File: src/rtl/matrix_multiply_pipe.sv
// Runtime-sized C = A * B engine: one signed MAC lane per C column, A element broadcast to all lanes.
// Optional SATURATE_EN: clamp C on narrowing instead of two's-complement wrap.
module matrix_multiply_pipe #(
    parameter int SIZE_COUNT = 8,
    parameter int SIZE_WIDTH = $clog2(SIZE_COUNT) + 1,
    parameter int ADDR_WIDTH = 32,
    parameter int DATA_WIDTH = 16,
    parameter int ACC_WIDTH  = 2*DATA_WIDTH + $clog2(SIZE_COUNT),
    parameter int FRAC_BITS  = 0,
    parameter int RD_LATENCY = 1
) (
    input  logic                             clk,
    input  logic                             reset,
    input  logic                             start,
    input  logic [SIZE_WIDTH-1:0]            mat_a_rows,
    input  logic [SIZE_WIDTH-1:0]            mat_a_cols,
    input  logic [SIZE_WIDTH-1:0]            mat_b_cols,
    output logic                             busy,
    output logic                             done,
    output logic                             error,
    output logic                             mat_a_read,
    output logic [ADDR_WIDTH-1:0]            mat_a_address,
    input  logic [SIZE_COUNT*DATA_WIDTH-1:0] mat_a_read_data,
    output logic                             mat_b_read,
    output logic [ADDR_WIDTH-1:0]            mat_b_address,
    input  logic [SIZE_COUNT*DATA_WIDTH-1:0] mat_b_read_data,
    output logic                             mat_c_write,
    input  logic                             mat_c_ready,
    output logic [ADDR_WIDTH-1:0]            mat_c_address,
    output logic [SIZE_COUNT*DATA_WIDTH-1:0] mat_c_write_data,
    output logic [SIZE_COUNT-1:0]            mat_c_write_mask
);

    localparam int PW  = 2*DATA_WIDTH;
    localparam int DCW = $clog2(RD_LATENCY) + 1;

    typedef enum logic [2:0] {S_IDLE, S_ISSUE, S_DRAIN, S_WRITE, S_DONE} state_t;

    function automatic logic signed [DATA_WIDTH-1:0] narrow(input logic signed [ACC_WIDTH-1:0] acc);
`ifdef SATURATE_EN
        logic signed [ACC_WIDTH-1:0] s;
        logic signed [ACC_WIDTH-1:0] sat_max;
        logic signed [ACC_WIDTH-1:0] sat_min;
        sat_max = {{(ACC_WIDTH-DATA_WIDTH+1){1'b0}}, {(DATA_WIDTH-1){1'b1}}};
        sat_min = {{(ACC_WIDTH-DATA_WIDTH+1){1'b1}}, {(DATA_WIDTH-1){1'b0}}};
        s = acc >>> FRAC_BITS;
        if (s > sat_max)      narrow = sat_max[DATA_WIDTH-1:0];
        else if (s < sat_min) narrow = sat_min[DATA_WIDTH-1:0];
        else                  narrow = s[DATA_WIDTH-1:0];
`else
        narrow = DATA_WIDTH'(acc >>> FRAC_BITS);
`endif
    endfunction

    state_t                          state_q;
    logic [SIZE_WIDTH-1:0]           m_q, n_q, p_q, i_q, k_q;
    logic [DCW-1:0]                  drain_q;
    logic                            error_q;
    logic [RD_LATENCY-1:0]           vld_p;
    logic [SIZE_WIDTH-1:0]           tag_p [RD_LATENCY];
    logic signed [ACC_WIDTH-1:0]     acc_q [SIZE_COUNT];
    logic signed [ACC_WIDTH-1:0]     acc_d [SIZE_COUNT];
    logic signed [DATA_WIDTH-1:0]    a_elem;
    logic signed [DATA_WIDTH-1:0]    b_lane [SIZE_COUNT];
    logic signed [PW-1:0]            prod [SIZE_COUNT];
    logic [SIZE_COUNT*DATA_WIDTH-1:0] c_data_q;
    logic [SIZE_COUNT-1:0]           mask_q;
    logic                            size_bad;

    assign busy             = (state_q != S_IDLE);
    assign done             = (state_q == S_DONE);
    assign error            = error_q;
    assign mat_a_read       = (state_q == S_ISSUE);
    assign mat_b_read       = (state_q == S_ISSUE);
    assign mat_a_address    = ADDR_WIDTH'(i_q);
    assign mat_b_address    = ADDR_WIDTH'(k_q);
    assign mat_c_write      = (state_q == S_WRITE);
    assign mat_c_address    = ADDR_WIDTH'(i_q);
    assign mat_c_write_data = c_data_q;
    assign mat_c_write_mask = mask_q;

    assign size_bad = (mat_a_rows == '0) || (mat_a_rows > SIZE_WIDTH'(SIZE_COUNT)) ||
                      (mat_a_cols == '0) || (mat_a_cols > SIZE_WIDTH'(SIZE_COUNT)) ||
                      (mat_b_cols == '0) || (mat_b_cols > SIZE_WIDTH'(SIZE_COUNT));

    // Read-return stage: the tagged A element is broadcast and every lane accumulates.
    always_comb begin
        a_elem = '0;
        for (int j = 0; j < SIZE_COUNT; j++) begin
            if (tag_p[RD_LATENCY-1] == SIZE_WIDTH'(j))
                a_elem = mat_a_read_data[j*DATA_WIDTH +: DATA_WIDTH];
        end
        for (int j = 0; j < SIZE_COUNT; j++) begin
            b_lane[j] = mat_b_read_data[j*DATA_WIDTH +: DATA_WIDTH];
            prod[j]   = PW'(a_elem) * PW'(b_lane[j]);
            acc_d[j]  = acc_q[j];
            if (vld_p[RD_LATENCY-1])
                acc_d[j] = acc_q[j] + ACC_WIDTH'(prod[j]);
        end
    end

    always_ff @(posedge clk) begin
        tag_p[0] <= k_q;
        for (int s = 1; s < RD_LATENCY; s++)
            tag_p[s] <= tag_p[s-1];
    end

    always_ff @(posedge clk or negedge reset) begin
        if (!reset) begin
            state_q  <= S_IDLE;
            m_q      <= '0;
            n_q      <= '0;
            p_q      <= '0;
            i_q      <= '0;
            k_q      <= '0;
            drain_q  <= '0;
            error_q  <= 1'b0;
            vld_p    <= '0;
            c_data_q <= '0;
            mask_q   <= '0;
            for (int j = 0; j < SIZE_COUNT; j++)
                acc_q[j] <= '0;
        end else begin
            error_q  <= 1'b0;
            vld_p[0] <= (state_q == S_ISSUE);
            for (int s = 1; s < RD_LATENCY; s++)
                vld_p[s] <= vld_p[s-1];
            for (int j = 0; j < SIZE_COUNT; j++)
                acc_q[j] <= acc_d[j];
            case (state_q)
                S_IDLE: begin
                    if (start) begin
                        m_q <= mat_a_rows;
                        n_q <= mat_a_cols;
                        p_q <= mat_b_cols;
                        if (size_bad) begin
                            error_q <= 1'b1;
                        end else begin
                            i_q     <= '0;
                            k_q     <= '0;
                            state_q <= S_ISSUE;
                            for (int j = 0; j < SIZE_COUNT; j++)
                                acc_q[j] <= '0;
                        end
                    end
                end
                S_ISSUE: begin
                    if (k_q == n_q - SIZE_WIDTH'(1)) begin
                        drain_q <= '0;
                        state_q <= S_DRAIN;
                    end else begin
                        k_q <= k_q + SIZE_WIDTH'(1);
                    end
                end
                S_DRAIN: begin
                    // acc_d already includes the final product returning this cycle.
                    if (drain_q == DCW'(RD_LATENCY - 1)) begin
                        for (int j = 0; j < SIZE_COUNT; j++) begin
                            c_data_q[j*DATA_WIDTH +: DATA_WIDTH] <=
                                (SIZE_WIDTH'(j) < p_q) ? narrow(acc_d[j]) : '0;
                            mask_q[j] <= (SIZE_WIDTH'(j) < p_q);
                        end
                        state_q <= S_WRITE;
                    end else begin
                        drain_q <= drain_q + DCW'(1);
                    end
                end
                S_WRITE: begin
                    if (mat_c_ready) begin
                        if (i_q == m_q - SIZE_WIDTH'(1)) begin
                            state_q <= S_DONE;
                        end else begin
                            i_q     <= i_q + SIZE_WIDTH'(1);
                            k_q     <= '0;
                            state_q <= S_ISSUE;
                            for (int j = 0; j < SIZE_COUNT; j++)
                                acc_q[j] <= '0;
                        end
                    end
                end
                S_DONE:  state_q <= S_IDLE;
                default: state_q <= S_IDLE;
            endcase
        end
    end

endmodule
File: config.mk
export PLATFORM = sky130hd
export DESIGN_NAME = matrix_multiply_pipe
export DESIGN_NICKNAME = d
export VERILOG_FILES = /design/src/rtl/matrix_multiply_pipe.sv
export SDC_FILE = /design/constraint.sdc
export NUM_CORES = 2
export LEC_CHECK = 0
export BUFFER_PORTS_ARGS = -buffer_cell sky130_fd_sc_hd__clkbuf_2
export CORE_UTILIZATION = 40
export DETAILED_ROUTE_END_ITERATION = 8
export PLACE_DENSITY = 0.66
export SYNTH_ARGS = -nofsm -noshare
export SYNTH_HDL_FRONTEND = slang
export SYNTH_SLANG_ARGS = --single-unit
export TNS_END_PERCENT = 50
File: constraint.sdc
create_clock -name clk -period 17.87 [get_ports clk]
set_input_delay 0.8935 -clock clk [delete_from_list [all_inputs] [get_ports clk]]
set_output_delay 0.8935 -clock clk [all_outputs]
set_load 0.02 [all_outputs]
; ---- Word-level counts from Yosys, hierarchy flattened
; Memories as Yosys holds them, arrays and structs flattened.
; Index checks and enable logic that the tools add are counted.
[classes]
n_addsub = 13
n_mul = 8
n_lt_le_gt_ge = 11
n_eq_ne = 20
muxes = 51
bitwise_logic = 1
n_reduce_logical = 20
[op_table]
columns = cell, count
row1 = $mux W280, 4
row2 = $pmux W280 S2, 1
row3 = $add A35 B32 Y35, 8
row4 = $mux W35, 8
row5 = $mul A16 B16 Y32, 8
row6 = $mux W16, 16
row7 = $mux W4, 7
row8 = $mux W3, 6
row9 = $eq A4 B3 Y1 const B, 4
row10 = $logic_not A4 Y1, 4
row11 = $lt A3 B4 Y1 const A, 4
row12 = $gt A4 B4 Y1 const B, 3
row13 = $pmux W3 S4, 1
row14 = $pmux W4 S3, 1
row15 = $ne A2 B2 Y1 const B, 5
row16 = $reduce_and A5 Y1, 2
row17 = $add A4 B1 Y4 const B, 2
row18 = $eq A4 B2 Y1 const B, 2
row19 = $eq A4 B4 Y1, 2
row20 = $lt A1 B4 Y1 const A, 2
row21 = $lt A2 B4 Y1 const A, 2
row22 = $pmux W4 S2, 1
row23 = $sub A4 B1 Y4 const B, 2
row24 = $eq A3 B2 Y1 const B, 2
row25 = 14 further kinds, 27
[totals]
register_bits = 442
ramBits = 4
input_bits = 272
mem_count = 1
[mem_list]
columns = name, words, word_bits, rd, rd_clocked_by_memory_dff, write_ports, line_no
row1 = tag_p, 1, 4, 1, 0, 1, 60  ; logic [SIZE_WIDTH-1:0] tag_p [RD_LATENCY];

; ---- Longest topological paths before layout
; An unclocked memory read counts as a cell.
[logic_depth]
word_depth = 16
ltp_mapped = 33
depth_no_buf = 27

; ---- Least setup slack after synthesis
; Ideal clock, no wire load.
[synth_path]
path_type = in2reg
startpoint = input mat_a_read_data[81]
endpoint = register c_data_q[111] (netlist: mat_c_write_data[111])
setup_time_ps = 126
t_arrival_ps = 7058
t_required_ps = 17744
slack_ps = 10686
cell_stages = 26
path_buffers = 3
path_cell_list = mux2i_1 -> o211a_1 -> o32ai_1 -> buf_2 -> clkbuf_1 -> clkbuf_1 -> nand2_1 -> fa_1 -> inv_1 -> fa_1 -> inv_1 -> fa_1 -> fa_1 -> fa_1 -> fa_1 -> xor2_1 -> xnor2_1 -> xnor2_1 -> xnor2_1 -> xnor2_1 -> xnor2_1 -> xnor3_1 -> xnor3_1 -> xnor2_1 -> mux2i_1 -> o21ai_1
[synth_via]
elab_chain_len = 7
[synth_rtl]
columns = element, line_no
row1 = from (decl), 23  ; input logic [SIZE_COUNT*DATA_WIDTH-1:0] mat_a_read_data,
row2 = $mux W16 (3 in a row), 90  ; if (tag_p[RD_LATENCY-1] == SIZE_WIDTH'(j))
row3 = $mul A16 B16 Y32, 95  ; prod[j] = PW'(a_elem) * PW'(b_lane[j]);
row4 = $add A35 B32 Y35, 98  ; acc_d[j] = acc_q[j] + ACC_WIDTH'(prod[j]);
row5 = $mux W35, 97  ; if (vld_p[RD_LATENCY-1])
row6 = $mux W16, 160  ; (SIZE_WIDTH'(j) < p_q) ? narrow(acc_d[j]) : '0;
row7 = "to (signal, indexed assignment)", 159  ; c_data_q[j*DATA_WIDTH +: DATA_WIDTH] <=
row8 = to (decl), 66  ; logic [SIZE_COUNT*DATA_WIDTH-1:0] c_data_q;
; Every way passes these cells.
; A chain may end at the register's enable or synchronous reset.

; ---- Worst setup path after layout
[layout_path]
startpoint = memory tag_p[0][2] (netlist name)
endpoint = register c_data_q[127] (netlist: mat_c_write_data[127])
[layout_via]
elab_chain_len = 14
word_cells_on_any_way = 21
[layout_rtl]
columns = element, line_no
row1 = from (decl), 60
row2 = $mem_v2 Z1 W4 *, -
row3 = $logic_not A4 Y1, 90
row4 = $mux W16 (7 in a row), 90
row5 = $mux W16 *, 90
row6 = $mul A16 B16 Y32 *, 95
row7 = $add A35 B32 Y35 *, 98
row8 = $mux W35 *, 97
row9 = $mux W16 *, 160
; Every way passes the cells marked *; elsewhere a longest branch is shown, timed or not.

==> reports/metrics.sh <==
POST_ROUTE_CELLS_DRIVE_ABOVE_1_SHARE_PCT=9.92
CORE_REGION_AREA_UM2=126000
SYNTH_SEQ_CELLS=293
TOP_LEVEL_PORTS=510
FINAL.MIN_CLOCK_PERIOD_NS=9.27
DIE_AR_UM2=129000
CTS_HOLD_REPAIR.BUFFERS=0
MAX_CAP_VIOLATIONS=0
DIEWIDTH_UM=360
HOLD_VIOL=0
RUN_STATUS='finished, final reports clean'
BUFFER_PORTS.INSERTED=425
WORST_SETUP_EP_TYPE='flop'
FIN_SKEW_NS=0.0166
DETAIL_ROUTE.WIRELENGTH_UM=149000
LAYOUT-AREA-OVERHEAD-VS-SYNTH_PCT=9.40
PATH_MAX_FANOUT=63
ANTENNA_VIOLATING_NETS_POST_ROUTE=0
NUMCTSBUFFERS=44
WL_MET3_UM=13500
WORSTPATHREQUIRED_NS=18.34
TIMING.FINAL.MAX_SLEW_VIOLATIONS=0
FP-ROW-COUNT=130
HIGHEST_ROUTING_LAYER_ACTUALLY_USED='met5'
YS_WARNS=0
FILLCELLCOUNT=12400
GRT_SETUP_UNREPAIRED='false'
LIBRARY_CELL_CONTRIBUTING_THE_LARGEST_SINGLE_DELAY_ON_THE_CRITICAL_PATH='sky130_fd_sc_hd__nor2_2'
DR.PASS1.ITERS=5
CLK_PIN_SLEW_WORST_PATHS_NS=0.06
TIMING.FINAL.SETUP_VIOLATIONS=0
NUMBER_OF_GATES_RESIZED_AFTER_CTS=0
FINAL_NET_COUNT=7625
LAYOUT.CORE_UTILIZATION_PCT=44.3
GRT_FIRST_PASS_WIRELENGTH_UM=235000
WORSTSKEWPAIRLATENCY_NS=0.61
SYN-CELL-AREA_UM2=51200
CTS_TREE='done'
SYNTH.YOSYS.SEQ_AREA_SHARE_PCT=14.3
CTS_NUM_SINKS=293
GRT_MAX_DEGREE=80
NUMBER_OF_DIFFERENT_LIBRARY_CELLS_IN_THE_POST_SYNTHESIS_NETLIST=72
NETLIST_INSTANCES=5821
SYNTH_EDF_COUNT=0
CTS-ROOT-TO-SINK-BUFFERS=3
START_UTIL_PCT=40.5
DPL.HPWL_UM=114000
CLOCK_TREE.ROOT_CELL='sky130_fd_sc_hd__clkbuf_16'
DIE_H_UM=360
WORST_PIN_SLEW_NS=1.16
MET2_WIRELENGTH_UM=68500
GRT_ANTENNA_BEFORE_REPAIR=32
OVERFLOW=0
MAXCLOCKFREQUENCY_MHz=108
NATURE_OF_THE_CRITICAL_PATH_STARTPOINT='flop'
VIA_COUNT_OF_THE_FIRST_GLOBAL_ROUTING_PASS=40900
MIN_PATH_TYPE='input port to asynchronous set/reset pin'
YS_DOMINANT_REG_CELL='sky130_fd_sc_hd__dfrtp_1'
DRT_FIRST_ITER_VIOLATIONS=2139
PATH_CLASS='flop to flop'
POST_CTS.REPAIR.SETUP_BUFFERS=0
TRACK_USAGE_PCT=23.5
ROUTE.DETAILED.VIAS_PER_INST=4.92
DR_TOTAL_VIAS=38200
WORST-ENDPOINT-ARRIVAL_NS=9.74
CPPEAKSTAGEDELAY_NS=1.01
POST_DRT_WL_PER_CELL_UM=19.1
SETUP-TNS-FINAL_NS=0
DRCVIOLATIONCOUNT=0
ASYNC_FLOP_SHARE_PCT=98.6
LAYOUT_WORST_PATH_CYCLE_SHARE_PCT=51.9
MAX-SLEW-MARGIN-REL_PCT=22.4
PLACE_CONGESTION=0.886
CTS_HTREE_LEVELS=2
DETAIL_ROUTE.WIRELENGTH.MET1_UM=62700
POST_SYNTH.CELL_AREA_AVG_UM2=8.79
==> cell usage in the layout, fill, tap and decap left out, types with 18 or more instances in the layout <==
| cell | instances |
|---|---|
| sky130_fd_sc_hd__nor3_1 | 38 |
| sky130_fd_sc_hd__a21o_1 | 18 |
| sky130_fd_sc_hd__o21ai_0 | 140 |
| sky130_fd_sc_hd__nor2_1 | 193 |
| sky130_fd_sc_hd__inv_1 | 1456 |
| sky130_fd_sc_hd__clkbuf_2 | 424 |
| sky130_fd_sc_hd__xor2_1 | 42 |
| sky130_fd_sc_hd__mux2i_1 | 91 |
| sky130_fd_sc_hd__conb_1 | 84 |
| sky130_fd_sc_hd__dfrtp_1 | 288 |
| sky130_fd_sc_hd__xnor3_1 | 23 |
| sky130_fd_sc_hd__xnor2_1 | 266 |
| sky130_fd_sc_hd__a21oi_1 | 90 |
| sky130_fd_sc_hd__buf_4 | 41 |
| sky130_fd_sc_hd__nand2_1 | 573 |
| sky130_fd_sc_hd__nor2b_1 | 25 |
| sky130_fd_sc_hd__o21bai_1 | 31 |
| sky130_fd_sc_hd__ha_1 | 532 |
| sky130_fd_sc_hd__clkbuf_16 | 45 |
| sky130_fd_sc_hd__and2_1 | 698 |
| sky130_fd_sc_hd__fa_1 | 744 |
==> path summary, 6_finish.rpt <==
check,end,from,cells past startpoint,slack (ns)
worst max-delay path,mat_c_write_data[127],tag_p[0][2],27,8.60
worst min register to register,mat_c_write_data[84],mat_c_write_data[84],2,0.47
max in group asynchronous,acc_q[188],reset,3,15.56
worst min-delay path,mat_c_write_data[85],reset,1,0.29
worst max register to register,mat_c_write_data[127],tag_p[0][2],27,8.60
min in group clk,mat_c_write_data[84],mat_c_write_data[84],2,0.47
==> registers in the layout, indices dropped and copies added (netlist names) <==
| name | count |
|---|---|
| error | 1 |
| i_q | 4 |
| tag_p | 4 |
| m_q | 4 |
| n_q | 4 |
| vld_p | 1 |
| mat_c_write_data | 128 |
| mat_c_write_mask | 8 |
| state_q | 3 |
| acc_q | 128 |
| k_q | 4 |
| p_q | 4 |
==> cells in the mapped netlist, drive strengths merged (4+ instances only) <==
library cell	number	area (µm²)
and2	698	4370
nor2	195	732
or3	14	87.6
nand2	574	2160
dfrtp	289	7230
nand4	9	56.3
xnor2	266	2330
a211oi	6	45.0
mux4	13	293
xnor3	24	542
a31oi	13	87.6
a22o	11	105
o21a	9	67.6
xor2	43	384
nor3b	7	52.6
o211ai	11	82.6
or2	6	37.5
dfxtp	4	80.1
nor3	38	190
mux2	20	225
inv	1458	5470
a31o	5	43.8
a21oi	95	479
o21bai	31	233
o41ai	6	52.6
o21ai	154	771
nor2b	26	163
nand2b	11	68.8
fa	744	14900
a21o	18	135
a2111oi	5	43.8
mux2i	91	911
clkbuf	219	822
ha	532	6660
buf	120	830
a41o	4	40.0
nand3	16	80.1
==> cell type report <==
cell class | count | area, µm² | area share (%)
Timing Repair Buffer | 466 | 2440 | 4.37
Antenna cell | 9 | 22.5 | 0.0402
Tap cell | 1650 | 2060 | 3.69
Multi-Input combinational cell | 3814 | 37200 | 66.4
Inverter | 1458 | 5480 | 9.78
Sequential cell | 293 | 7320 | 13.1
Clock buffer | 58 | 1250 | 2.24
Clock inverter | 19 | 200 | 0.358
==> cells by family after synthesis <==
kind of cell / Yosys count / synth area share, %
buffers and inverters: 1797 / 13.9
muxes: 124 / 2.79
AOI/OAI and AO/OA: 397 / 4.76
DFF: 293 / 14.3
and+or+nand+nor: 1600 / 15.7
other: 1 / 0.00733
adders and majority gates: 1276 / 42.1
xor gates and xnor gates: 333 / 6.36
==> through the flow <==
stage | std cells | instance area (µm²) | hold WS [ns] | setup WS (ns)
finish | 7767 | 56000 | 0.295 | 8.60
global placement | 7681 | 54500 | 0.458 | 8.88
detailed placement | 7681 | 54500 | 0.467 | 8.69
CTS | 7758 | 55900 | 0.275 | 8.71
global route | 7762 | 55900 | 0.315 | 8.02
floorplan | 5904 | 51500 | 0.498 | 10.69
==> worst max-delay path, delay by kind of cell (launching register included) <==
family          cells  cell delay [ns]
fa+ha+maj           7             2.88
buf+inv             6             1.53
compound gates      9             2.50
xor+xnor            1             0.12
simple gates        3             1.27
flops               1             0.55
mux                 1             0.21
==> routing by layer <==
metal | track usage [%] | vias to the layer above
met3 | 6.97 | 228
met2 | 38.4 | 1135
met1 | 30.5 | 19300
li1 | - | 17500
met5 | 0 | -
met4 | 5.52 | 44
Power is left out: the tool's default activity adds up to more than one toggle a clock period on the data nets, which glitch-free logic cannot reach.
